--- config.mk ---
export PLATFORM = sky130hd
export DESIGN_NAME = add256_arb
export DESIGN_NICKNAME = d
export VERILOG_FILES = /design/src/rtl/add256_arb.sv
export SDC_FILE = /design/constraint.sdc
export NUM_CORES = 1
export LEC_CHECK = 0
export ABC_AREA = 1
export BUFFER_PORTS_ARGS = -buffer_cell sky130_fd_sc_hd__buf_2
export CORE_AREA = 2 2 512 514
export CTS_CLUSTER_DIAMETER = 80
export CTS_CLUSTER_SIZE = 14
export DETAILED_ROUTE_END_ITERATION = 7
export DIE_AREA = 0 0 514 516
export PLACE_DENSITY_LB_ADDON = 0.1
export SETUP_SLACK_MARGIN = 0.3
export SYNTH_ARGS = -nofsm -noshare
export SYNTH_HDL_FRONTEND = slang
export SYNTH_HIERARCHICAL = 1
export SYNTH_SLANG_ARGS = --single-unit
--- constraint.sdc ---
create_clock -name clk -period 4.2 [get_ports clk]
set_input_delay 0.84 -clock clk [delete_from_list [all_inputs] [get_ports clk]]
set_output_delay 0.84 -clock clk [all_outputs]
set_load 0.02 [all_outputs]
--- src/rtl/add256_arb.sv ---
// Two-requester 256-bit adder front end: one shared adder, a single-entry result
// register with valid/ready handshakes, and round-robin or fixed-priority arbitration.

module adder_256bit (
    input  logic [255:0] a,
    input  logic [255:0] b,
    input  logic         cin,
    output logic [255:0] sum,
    output logic         cout
);

    logic [256:0] full_s;

    assign full_s = {1'b0, a} + {1'b0, b} + {256'd0, cin};
    assign sum    = full_s[255:0];
    assign cout   = full_s[256];

endmodule

module add256_arb #(
    parameter logic FIXED_PRIO = 1'b0
) (
    input  logic         clk,
    input  logic         rst_n,
    input  logic         req0_valid,
    output logic         req0_ready,
    input  logic [255:0] req0_a,
    input  logic [255:0] req0_b,
    input  logic         req0_cin,
    input  logic         req1_valid,
    output logic         req1_ready,
    input  logic [255:0] req1_a,
    input  logic [255:0] req1_b,
    input  logic         req1_cin,
    output logic         rsp_valid,
    input  logic         rsp_ready,
    output logic [255:0] rsp_sum,
    output logic         rsp_cout,
    output logic         rsp_id,
    output logic [15:0]  ops_cnt
);

    logic         can_accept_s;
    logic         grant0_s;
    logic         grant1_s;
    logic         xfer_s;
    logic [255:0] op_a_s;
    logic [255:0] op_b_s;
    logic         op_cin_s;
    logic [255:0] add_sum_s;
    logic         add_cout_s;

    logic         rsp_valid_q, rsp_valid_d;
    logic [255:0] rsp_sum_q,   rsp_sum_d;
    logic         rsp_cout_q,  rsp_cout_d;
    logic         rsp_id_q,    rsp_id_d;
    logic [15:0]  ops_cnt_q,   ops_cnt_d;
    logic         prio_q,      prio_d;

    // Grant selection: a lone valid requester always wins; ties go to prio (or req0 when fixed).
    always_comb begin
        grant0_s = 1'b0;
        grant1_s = 1'b0;
        if (req0_valid && req1_valid) begin
            if (FIXED_PRIO || !prio_q) begin
                grant0_s = 1'b1;
            end else begin
                grant1_s = 1'b1;
            end
        end else if (req0_valid) begin
            grant0_s = 1'b1;
        end else if (req1_valid) begin
            grant1_s = 1'b1;
        end else begin
            grant0_s = 1'b0;
            grant1_s = 1'b0;
        end
    end

    // rst_n gating keeps both readies low while reset is held, even though the result slot is empty.
    assign can_accept_s = rst_n & (~rsp_valid_q | rsp_ready);
    assign req0_ready   = grant0_s & can_accept_s;
    assign req1_ready   = grant1_s & can_accept_s;
    assign xfer_s       = req0_ready | req1_ready;

    // Operand mux feeding the single shared adder.
    always_comb begin
        op_a_s   = req0_a;
        op_b_s   = req0_b;
        op_cin_s = req0_cin;
        if (grant1_s) begin
            op_a_s   = req1_a;
            op_b_s   = req1_b;
            op_cin_s = req1_cin;
        end else begin
            op_a_s   = req0_a;
            op_b_s   = req0_b;
            op_cin_s = req0_cin;
        end
    end

    adder_256bit u_adder (
        .a    (op_a_s),
        .b    (op_b_s),
        .cin  (op_cin_s),
        .sum  (add_sum_s),
        .cout (add_cout_s)
    );

    // Next-state: load on transfer, otherwise drain or hold; prio moves only on a transfer.
    always_comb begin
        rsp_valid_d = rsp_valid_q;
        rsp_sum_d   = rsp_sum_q;
        rsp_cout_d  = rsp_cout_q;
        rsp_id_d    = rsp_id_q;
        ops_cnt_d   = ops_cnt_q;
        prio_d      = prio_q;
        if (xfer_s) begin
            rsp_valid_d = 1'b1;
            rsp_sum_d   = add_sum_s;
            rsp_cout_d  = add_cout_s;
            rsp_id_d    = grant1_s;
            ops_cnt_d   = ops_cnt_q + 16'd1;
            prio_d      = FIXED_PRIO ? 1'b0 : grant0_s;
        end else if (rsp_ready) begin
            rsp_valid_d = 1'b0;
        end else begin
            rsp_valid_d = rsp_valid_q;
        end
    end

    // State registers with asynchronous clear.
    always_ff @(posedge clk or negedge rst_n) begin
        if (!rst_n) begin
            rsp_valid_q <= 1'b0;
            rsp_sum_q   <= 256'd0;
            rsp_cout_q  <= 1'b0;
            rsp_id_q    <= 1'b0;
            ops_cnt_q   <= 16'd0;
            prio_q      <= 1'b0;
        end else begin
            rsp_valid_q <= rsp_valid_d;
            rsp_sum_q   <= rsp_sum_d;
            rsp_cout_q  <= rsp_cout_d;
            rsp_id_q    <= rsp_id_d;
            ops_cnt_q   <= ops_cnt_d;
            prio_q      <= prio_d;
        end
    end

    assign rsp_valid = rsp_valid_q;
    assign rsp_sum   = rsp_sum_q;
    assign rsp_cout  = rsp_cout_q;
    assign rsp_id    = rsp_id_q;
    assign ops_cnt   = ops_cnt_q;

endmodule

======== Word level (Yosys, flattened, before mapping) ========
Cells that the tools add are included.
storage, ports and cells
  register bits after elaboration ......... 276
  output and inout port bits .............. 277
cells by class
  add/subtract/negate cells ............... 3
  multiplexer cells ....................... 12
  bitwise logic cells ..................... 6
  reductions and logical operators ........ 2
operators with widths
  kind                                                              count
  256-bit 2-to-1 mux                                                2
  256-bit by 256-bit adder with 257-bit output                      1
  257-bit by 1-bit adder with 257-bit output                        1
  16-bit by 1-bit adder with 16-bit output (second input constant)  1
  1-bit 2-to-1 mux                                                  10
  1-bit bitwise AND                                                 3
  1-bit OR                                                          2
  2-bit nonzero test                                                1
  1-bit logical AND                                                 1
  1-bit NOT                                                         1

======== Logic depth before layout (Yosys ltp) ========
Gate-level depths: netlist (run 1).
  depth in word-level cells ............... 6
  mapped depth ............................ 29
  gate-level depth less buffers ........... 26

======== By module ========
The synthesis (run 1) kept the hierarchy.
by module, submodules not included
  module        times used  cells each  area each (µm²)
  adder_256bit  1           7503        33161.8
  add256_arb    1           2894        16957.5

======== Worst setup path before layout (run 1) ========
OpenSTA, ideal clock, no wires.
  kind .................................... input to register
  start point ............................. input port req0_valid
  end point ............................... register rsp_sum_q[240] (netlist: rsp_sum[240])
  arrival time ............................ 3713 ps
  path slack .............................. 370 ps
  cell stages on the path ................. 26
  buffers on the path ..................... 3
  cells stage by stage .................... nand2_1 -> nand2_1 -> buf_4 -> inv_2 -> buf_2 -> buf_2 -> nand2_1 -> nand2_1 -> fa_1 -> fa_1 -> nand3_1 -> nand3_1 -> nand2_1 -> nand2_1 -> nand2_1 -> nand2_1 -> a21oi_1 -> nand2_1 -> nand2_1 -> nand2_2 -> nand2_1 -> nand2_1 -> nand2_1 -> nand2_1 -> nand2_1 -> nand2_1
on the way
  cells in the longest elaborated chain, start to end .. 5
  elaborated cells between the ends (all ways) .. 13
  classes of those cells .................. add/sub (2); mux (7); bitwise (3); reduce/logical (1)
RTL lines
  what                                                   line    source
  start: declaration                                     25      input logic req0_valid,
  1-bit 2-to-1 mux or 1-bit logical AND (tied branches)  70, 64
  1-bit 2-to-1 mux *                                     64      if (req0_valid && req1_valid) begin
  256-bit 2-to-1 mux *                                   91      if (grant1_s) begin
  named net op_a_s[0]                                    47      logic [255:0] op_a_s;
  256-bit by 256-bit adder with 257-bit output *         14      assign full_s = {1'b0, a} + {1'b0, b} + {256'd0, cin};
  257-bit by 1-bit adder with 257-bit output *           14
  named net add_sum_s[240]                               50      logic [255:0] add_sum_s;
  end signal: assignment                                 143     rsp_sum_q <= rsp_sum_d;
  end: declaration                                       54      logic [255:0] rsp_sum_q, rsp_sum_d;
Mark *: on every way through the listed nets, which the timed path passes. The rest lies on a longest branch.
A chain may end at the register's enable or synchronous reset.

======== Worst setup path after layout (run 1) ========
  start point ............................. register prio_q
  end point ............................... register rsp_sum_q[226] (netlist: rsp_sum[226])
on the way
  cells in the longest elaborated chain, start to end .. 5
  elaborated cells between the ends (all ways) .. 12
  classes of those cells .................. add/sub (2); mux (7); bitwise (3)
RTL lines
  what                                          line  source
  start: declaration                            58    logic prio_q, prio_d;
  start signal: assignment                      147   prio_q <= prio_d;
  1-bit 2-to-1 mux                              65    if (FIXED_PRIO || !prio_q) begin
  1-bit 2-to-1 mux                              64
  256-bit 2-to-1 mux                            91
  named net op_a_s[190]                         47
  256-bit by 256-bit adder with 257-bit output  14
  257-bit by 1-bit adder with 257-bit output    14
  named net add_sum_s[226]                      50
The timed path passes the listed nets, and every way through them passes these cells.

==> results.py, run 1 <==
metrics = {
    "outcome": {
        "status": "finished, violations left",
        "violations": "negative setup slack",
    },
    "detailed_routing": {
        "drt_iter0_drc": 5416,
        "post_drt_wl_per_cell_um": 25.9,
        "vias": 73800,
        "drtAntennaViolNets": 0,
        "drc_errors": 0,
        "viasPerCell": 4.28,
        "drtPass1Iterations": 5,
        "wl_mm": 447,
    },
    "layout": {
        "fillCellCount": 30300,
        "seq_area_um2": 6910,
        "instances_no_fill": 17200,
        "layout.nets": 15100,
        "final_cell_area_um2": 84900,
        "area_delta_synth_final_pct": 69.3,
        "multi_input_comb_area_um2": 38000,
        "drive_gt1_frac": 0.344,
    },
    "clock_network": {
        "cts_buffers": 48,
        "clkTransAtPathRegs_ns": 0.06,
        "cts-root-buf": "clkbuf_16",
        "cts_buffer_depth": 3,
        "cts_tree": "done",
        "ctsHoldBuffers": 0,
        "ctsHtreeMaxLevel": 2,
        "cts_sinks": 276,
        "worstSkewPairLatency_ns": 0.72,
    },
    "logic_synthesis": {
        "netlist_area_um2": 50100,
        "synthCells": 10400,
        "ys_types": 31,
        "synth-seq-cells": 276,
        "synth_fp_nets": 11700,
        "ys_warn_count": 6,
        "ys_seq_area_frac": 0.138,
        "synth_common_cells": "nand2_1 (5883), inv_1 (2040), nor2_1 (583)",
        "ys.flop_type": "dfrtp_1",
        "synth.top_cell.area_share": 0.441,
        "synth_area_leader_cell": "nand2_1",
        "synthArstFlopShare": 1.00,
        "syn_avg_cell_area_um2": 4.82,
        "ys_top_cells_by_area": "nand2_1 (44%), inv_1 (15%), dfrtp_1 (14%), ha_1 (6.4%), nor2_1 (4.4%)",
        "yosysMostFrequentCell": "nand2_1",
        "synth-edff-count": 0,
    },
    "floorplan": {
        "start_util": 0.193,
        "io_pins": 1308,
        "core_um2": 259000,
        "die_x_um": 514,
        "die_height_um": 516,
        "die_area_um2": 265000,
        "row_count": 187,
    },
    "placement": {
        "port_buffers": 1307,
        "post_dp_cell_area_um2": 77900,
        "gp_congestion": 0.992,
        "dpl.cell_count": 17100,
        "dpl.hpwl_mm": 396,
    },
    "power_and_ir_drop": {
        "peakVddDrop_mv": 0.350,
        "power_frac_seq": 0.129,
        "p_int_mw": 17.5,
        "powerDensity_nw_per_um2": 460,
        "p_leak_nw": 52.2,
        "comb_power_share": 0.751,
        "total_power_mw": 39.1,
        "power.switching_mw": 21.6,
        "p_sw_frac": 0.552,
        "pwr-share-clk": 0.120,
    },
    "worst_setup_path": {
        "cp.required_ns": 4.82,
        "end_kind": "register",
        "reg2reg_depth": 26,
        "worstPathMaxFanout": 18,
        "crit_path_max_incr_delay_ns": 0.37,
        "regToRegSetupSlack_ns": -0.03,
        "rr_endpoint": "rsp_sum[226]",
        "crit_buf_inv": 8,
        "crit_top_cell": "nand2_1",
        "crit_family": "simple AND/OR/NAND/NOR gates",
        "cp_slowest_cell": "dfrtp_1",
        "start_kind": "register",
        "crit_type": "register to register",
        "cp.arrival_ns": 4.85,
        "worstReg2RegStart": "prio_q",
    },
    "sta": {
        "skew_ns": 0.0378,
        "setup_ws_ns": -0.0317,
        "finalSetupViolations": 2,
        "max_freq_ghz": 0.236,
        "drv_slew": 0,
        "fin_crit_ns": 4.23,
        "hold_slack_ns": 0.0486,
        "slew_headroom": 0.422,
        "rsz0062_at_grt": "true",
        "final_hold_viol_count": 0,
        "post-route-period-util": 1.01,
        "tightest_slew_ns": 0.867,
    },
    "grt": {
        "grt_max_degree": 86,
        "track_usage": 0.325,
        "overflow": 0,
        "grt_pass1_vias": 73400,
        "antenna_found_initial": 40,
        "grt_pass1_wl_mm": 595,
    },
    "min_path": {
        "hold_path_class": "primary input to async pin",
    },
    "flow_run": {
        "max-cap-violations": 0,
    },
}
-- how the worst max path moves through the flow --
stage,startpoint,to,slack [ns],cells after the start
after floorplan,req0_valid,rsp_sum[240],0.37,26
after global placement,req0_valid,rsp_sum[226],-1.46,27
after detailed placement,req0_valid,rsp_sum[226],-1.49,27
after CTS,prio_q,rsp_sum[187],0.01,29
after global routing,prio_q,rsp_sum[187],-0.20,31
final,prio_q,rsp_sum[226],-0.03,26
-- flip-flops by register name, summed over array words and instances, names as in the netlist --
signal / count
rsp_cout: 1
rsp_sum: 256
prio_q: 1
rsp_id: 1
ops_cnt: 16
rsp_valid: 1
-- layout make-up --
cell class | instances | share of cell area
Multi-Input combinational cell | 7800 | 0.448
Timing Repair Buffer | 3510 | 0.304
Inverter | 2148 | 0.0954
Sequential cell | 276 | 0.0814
Tap cell | 3402 | 0.0502
Clock buffer | 52 | 0.0147
Clock inverter | 36 | 0.00606
Antenna cell | 12 | 0.000354
-- stage by stage --
stage	setup WS (ns)	util	TNS, ns
3_5_place_dp	-1.49	0.301	-171.55
3_3_place_gp	-1.46	0.301	-172.44
6_report	-0.0317	0.327	-0.0503
2_1_floorplan	0.370	-	0
4_1_cts	0.0106	0.322	0
5_1_grt	-0.200	0.327	-8.31
-- repair_timing --
item / 4_1_cts / 5_1_grt
setup endpoints to repair: 207 / 206
buffers inserted: 29 / 11
resized for setup: 677 / 262
pin swaps: 57 / 23
cloned: 24 / 4
-- layer usage --
| metal | GRT usage | vias up | wire, µm |
|---|---|---|---|
| met2 | 0.534 | 2168 | 202000 |
| li1 | - | 36800 | - |
| met1 | 0.448 | 34600 | 210000 |
| met4 | 0.0866 | 10 | 13300 |
| met5 | 0 | - | 63 |
| met3 | 0.0345 | 294 | 21600 |
-- cells by family (layout without fill, tap and decap cells) --
family,after synthesis,after routing,synth area share
AOI/OAI and AO/OA,255,255,0.0262
DFF,276,276,0.138
xor gates and xnor gates,141,141,0.0246
and+or+nand+nor,7146,7146,0.570
adders and majority gates,258,258,0.0647
buffers and inverters,2321,5746,0.176
other,0,12,0
-- power by group through the flow --
| stage | sequential, mW | clock (mW) | combinational, mW |
|---|---|---|---|
| final | 5.04 | 4.69 | 29.3 |
| after global routing | 5.16 | 4.90 | 31.2 |
| after CTS | 5.02 | 4.85 | 28.8 |
| after detailed placement | 5.05 | 0 | 27.2 |
| after global placement | 5.02 | 0 | 27.3 |
| after floorplan | 6.08 | 0 | 9.29 |
-- placed cells by master, fill, tap and decap left out, types with 17 or more instances in the layout --
cell type and count:
nand2_1 5589, inv_1 2029, buf_4 1998, buf_2 1306, nor2_1 433, nand2_2 338
dfrtp_1 276, nor2_2 252, nand3_1 184, ha_1 165, a21oi_1 144, buf_12 140
nor2_4 129, xor2_1 115, inv_2 114, ha_4 69, a21oi_2 60, clkbuf_16 53
nand2_4 52, nand4_1 43, nor3_2 34, o21ai_0 31, nor3_1 30, nand3_2 26
buf_16 25, ha_2 22, buf_6 21, xor2_2 17
No activity file was read; power rests on OpenSTA's default activity.
==> run 2, diff against run 1 <==
--- a/config.mk
+++ b/config.mk
@@ -6,11 +6,11 @@
 export NUM_CORES = 1
 export LEC_CHECK = 0
-export ABC_AREA = 1
+export ABC_AREA = 0
 export BUFFER_PORTS_ARGS = -buffer_cell sky130_fd_sc_hd__buf_2
-export CORE_AREA = 2 2 512 514
+export CORE_AREA = 2 2 516 518
 export CTS_CLUSTER_DIAMETER = 80
 export CTS_CLUSTER_SIZE = 14
 export DETAILED_ROUTE_END_ITERATION = 7
-export DIE_AREA = 0 0 514 516
+export DIE_AREA = 0 0 518 520
 export PLACE_DENSITY_LB_ADDON = 0.1
 export SETUP_SLACK_MARGIN = 0.3
==> constraint.sdc (replaced) <==
create_clock -name clk -period 4.2 [get_ports clk]
set_input_delay 0.84 -clock clk [delete_from_list [all_inputs] [get_ports clk]]
set_output_delay 0.84 -clock clk [all_outputs]
set_load 0.005 [all_outputs]
==> results.py, run 2 <==
metrics = {
    "outcome": {
        "status": "finished, violations left",
        "violations": "negative setup slack",
    },
    "power_and_ir_drop": {
        "comb_power_share": 0.691,
        "p_int_mw": 18.4,
        "total_power_mw": 32.6,
        "power.switching_mw": 14.2,
        "p_sw_frac": 0.436,
        "pwr-share-clk": 0.162,
        "p_leak_nw": 32.9,
        "power_frac_seq": 0.147,
        "peakVddDrop_mv": 0.344,
        "powerDensity_nw_per_um2": 453,
    },
    "placement": {
        "gp_congestion": 0.940,
        "dpl.cell_count": 10700,
        "port_buffers": 1307,
        "post-place-ws_ns": -2.94,
        "dpl.hpwl_mm": 247,
    },
    "worst_setup_path": {
        "cp.arrival_ns": 6.25,
        "cp.required_ns": 4.80,
        "start_kind": "register",
        "crit_type": "register to register",
        "worstPathMaxFanout": 6,
        "end_kind": "register",
    },
    "detailed_routing": {
        "drc_errors": 0,
        "vias": 45900,
        "drtAntennaViolNets": 0,
        "viasPerCell": 4.14,
        "post_drt_wl_per_cell_um": 25.5,
        "drtPass1Iterations": 5,
        "wl_mm": 283,
        "drt_iter0_drc": 1884,
    },
    "sta": {
        "post-route-period-util": 1.35,
        "final_hold_viol_count": 0,
        "skew_ns": 0.0202,
        "max_freq_ghz": 0.177,
        "rsz0062_at_grt": "true",
        "slew_headroom": 0.409,
        "fin_crit_ns": 5.65,
        "setup_ws_ns": -1.45,
        "tightest_slew_ns": 0.887,
        "finalSetupViolations": 218,
        "drv_slew": 0,
    },
    "logic_synthesis": {
        "netlist_area_um2": 35700,
        "synth_fp_nets": 5564,
        "ys_top_cells_by_area": "dfrtp_1 (19%), mux2_2 (18%), ha_1 (9.0%), a21oi_1 (7.1%), mux2_1 (5.9%)",
        "synthArstFlopShare": 1.00,
        "ys_seq_area_frac": 0.193,
        "synth.top_cell.area_share": 0.193,
        "synth-edff-count": 0,
        "syn_avg_cell_area_um2": 8.36,
        "yosysMostFrequentCell": "mux2_2",
        "synth_area_leader_cell": "dfrtp_1",
        "ys_warn_count": 6,
        "synthCells": 4275,
        "synth_common_cells": "mux2_2 (584), a21oi_1 (510), nand2_1 (326)",
        "synth-seq-cells": 276,
        "ys_types": 85,
        "ys.flop_type": "dfrtp_1",
    },
    "layout": {
        "final_common_cell": "buf_4",
        "instances_no_fill": 11100,
        "layout_common_cells": "buf_4 (1838), buf_2 (1306), mux2_2 (435)",
        "largest_reg_flops": 256,
        "area_delta_synth_final_pct": 101,
        "post-route-util": 0.273,
        "seq_area_um2": 6910,
        "fillCellCount": 28900,
        "multi_input_comb_area_um2": 33800,
        "drive_gt1_frac": 0.656,
        "layout.nets": 8781,
    },
    "grt": {
        "top_usage_layer": "met2",
        "grt_max_degree": 81,
        "overflow": 0,
        "grt_pass1_vias": 48600,
        "grt_util_met2": 0.358,
        "antenna_found_initial": 65,
        "grt_pass1_wl_mm": 383,
        "met3_usage": 0.0351,
        "grt_use_met1": 0.249,
        "track_usage": 0.200,
    },
    "clock_network": {
        "cts_sinks": 276,
        "cts_buffer_depth": 3,
        "cts_buffers": 53,
        "ctsHoldBuffers": 0,
        "worstSkewPairLatency_ns": 0.70,
        "cts-root-buf": "clkbuf_16",
        "clkTransAtPathRegs_ns": 0.07,
        "cts_tree": "done",
        "ctsHtreeMaxLevel": 2,
    },
    "min_path": {
        "hold_path_class": "primary input to async pin",
    },
    "floorplan": {
        "die_area_um2": 269000,
        "start_util": 0.135,
        "row_count": 189,
        "io_pins": 1308,
        "die_height_um": 520,
        "core_um2": 264000,
        "die_x_um": 518,
    },
    "flow_run": {
        "max-cap-violations": 0,
    },
}
## run 2: cell count changes in the layout (fill, tap and decap cells not counted), moves of 218 or more
| cell | previous run | this run |
|---|---|---|
| mux2_2 | 0 | 435 |
| inv_1 | 2029 | 115 |
| nand2_2 | 338 | 23 |
| nand2_1 | 5589 | 290 |
| nor2_2 | 252 | 31 |
| mux2_4 | 0 | 218 |
## run 2: cell type report
cell class                      instances  area share
Antenna cell                           26    0.000904
Clock buffer                           61      0.0197
Clock inverter                         39     0.00921
Inverter                              118     0.00626
Multi-Input combinational cell       3631       0.469
Sequential cell                       276      0.0960
Tap cell                             3533      0.0614
Timing Repair Buffer                 3412       0.337
## run 2: cell families (layout without fill, tap and decap cells)
kind of cell / after synthesis / after routing / share of synthesized area
and+or+nand+nor: 1058 / 1058 / 0.142
adders and majority gates: 258 / 258 / 0.0908
muxes: 771 / 771 / 0.243
AOI/OAI and AO/OA: 1275 / 1275 / 0.216
DFF: 276 / 276 / 0.193
buffers and inverters: 368 / 3630 / 0.0492
other: 0 / 26 / 0
xor gates and xnor gates: 269 / 269 / 0.0660
## run 2: timing repair
item                                    4_1_cts  5_1_grt
buffers inserted                            133      130
resized for setup                           817      666
endpoints found under the setup margin      233      240
pin swaps                                   157      268
cloned                                       11        9
## run 2: worst paths after layout
kind,start,endpoint,slack (ns),cells past startpoint
max reg2reg,prio_q,rsp_sum[118],-1.45,27
max,prio_q,rsp_sum[118],-1.45,27
min reg2reg,rsp_sum[202],rsp_sum[202],0.48,1
min,rst_n,rsp_sum[4],0.08,1
min in group clk,rsp_sum[202],rsp_sum[202],0.48,1
max in group asynchronous,rst_n,rsp_sum[52],2.80,3
## run 2: per-layer routing
| layer | part of all wire | vias up |
|---|---|---|
| met1 | 0.43 | 22000 |
| li1 | - | 22400 |
| met2 | 0.49 | 1223 |
| met4 | 0.028 | 16 |
| met3 | 0.049 | 261 |
| met5 | 0.00036 | - |
## run 2: through the flow
stage	TNS (ns)	area, µm²	hold slack (ns)
floorplan	-86.58	36200	0.468
global placement	-409.84	59800	0.465
detailed placement	-409.36	59800	0.470
CTS	-192.28	67300	0.0211
global route	-220.20	72000	0.0422
finish	-181.90	72000	0.0838
## run 2: worst max-delay path: stages (launching register included)
cell and delay, ns:
dfrtp_1 0.41, o21ai_4 0.16, buf_6 0.13, buf_8 0.12, buf_6 0.09, mux2_4 0.30, fa_2 0.39, fa_2 0.38
a211oi_4 0.30, o21ai_4 0.13, nand4_1 0.20, a21oi_1 0.10, or2_4 0.28, a221o_2 0.41, buf_4 0.16, buf_6 0.11
buf_6 0.10, buf_6 0.10, buf_6 0.10, buf_6 0.10, buf_6 0.12, o31ai_4 0.18, buf_6 0.14, nor3_2 0.05
a211o_1 0.32, a21o_1 0.21, xor2_2 0.19, mux2_4 0.25
## run 2: power by group through the flow
stage                     Sequential [mW]  Combinational (mW)  Clock, mW
after detailed placement             4.83                19.1          0
after CTS                            4.81                21.2       5.53
after global routing                 4.99                24.1       5.62
after global placement               4.80                19.2          0
final                                4.80                22.5       5.30
after floorplan                      4.73                7.26          0
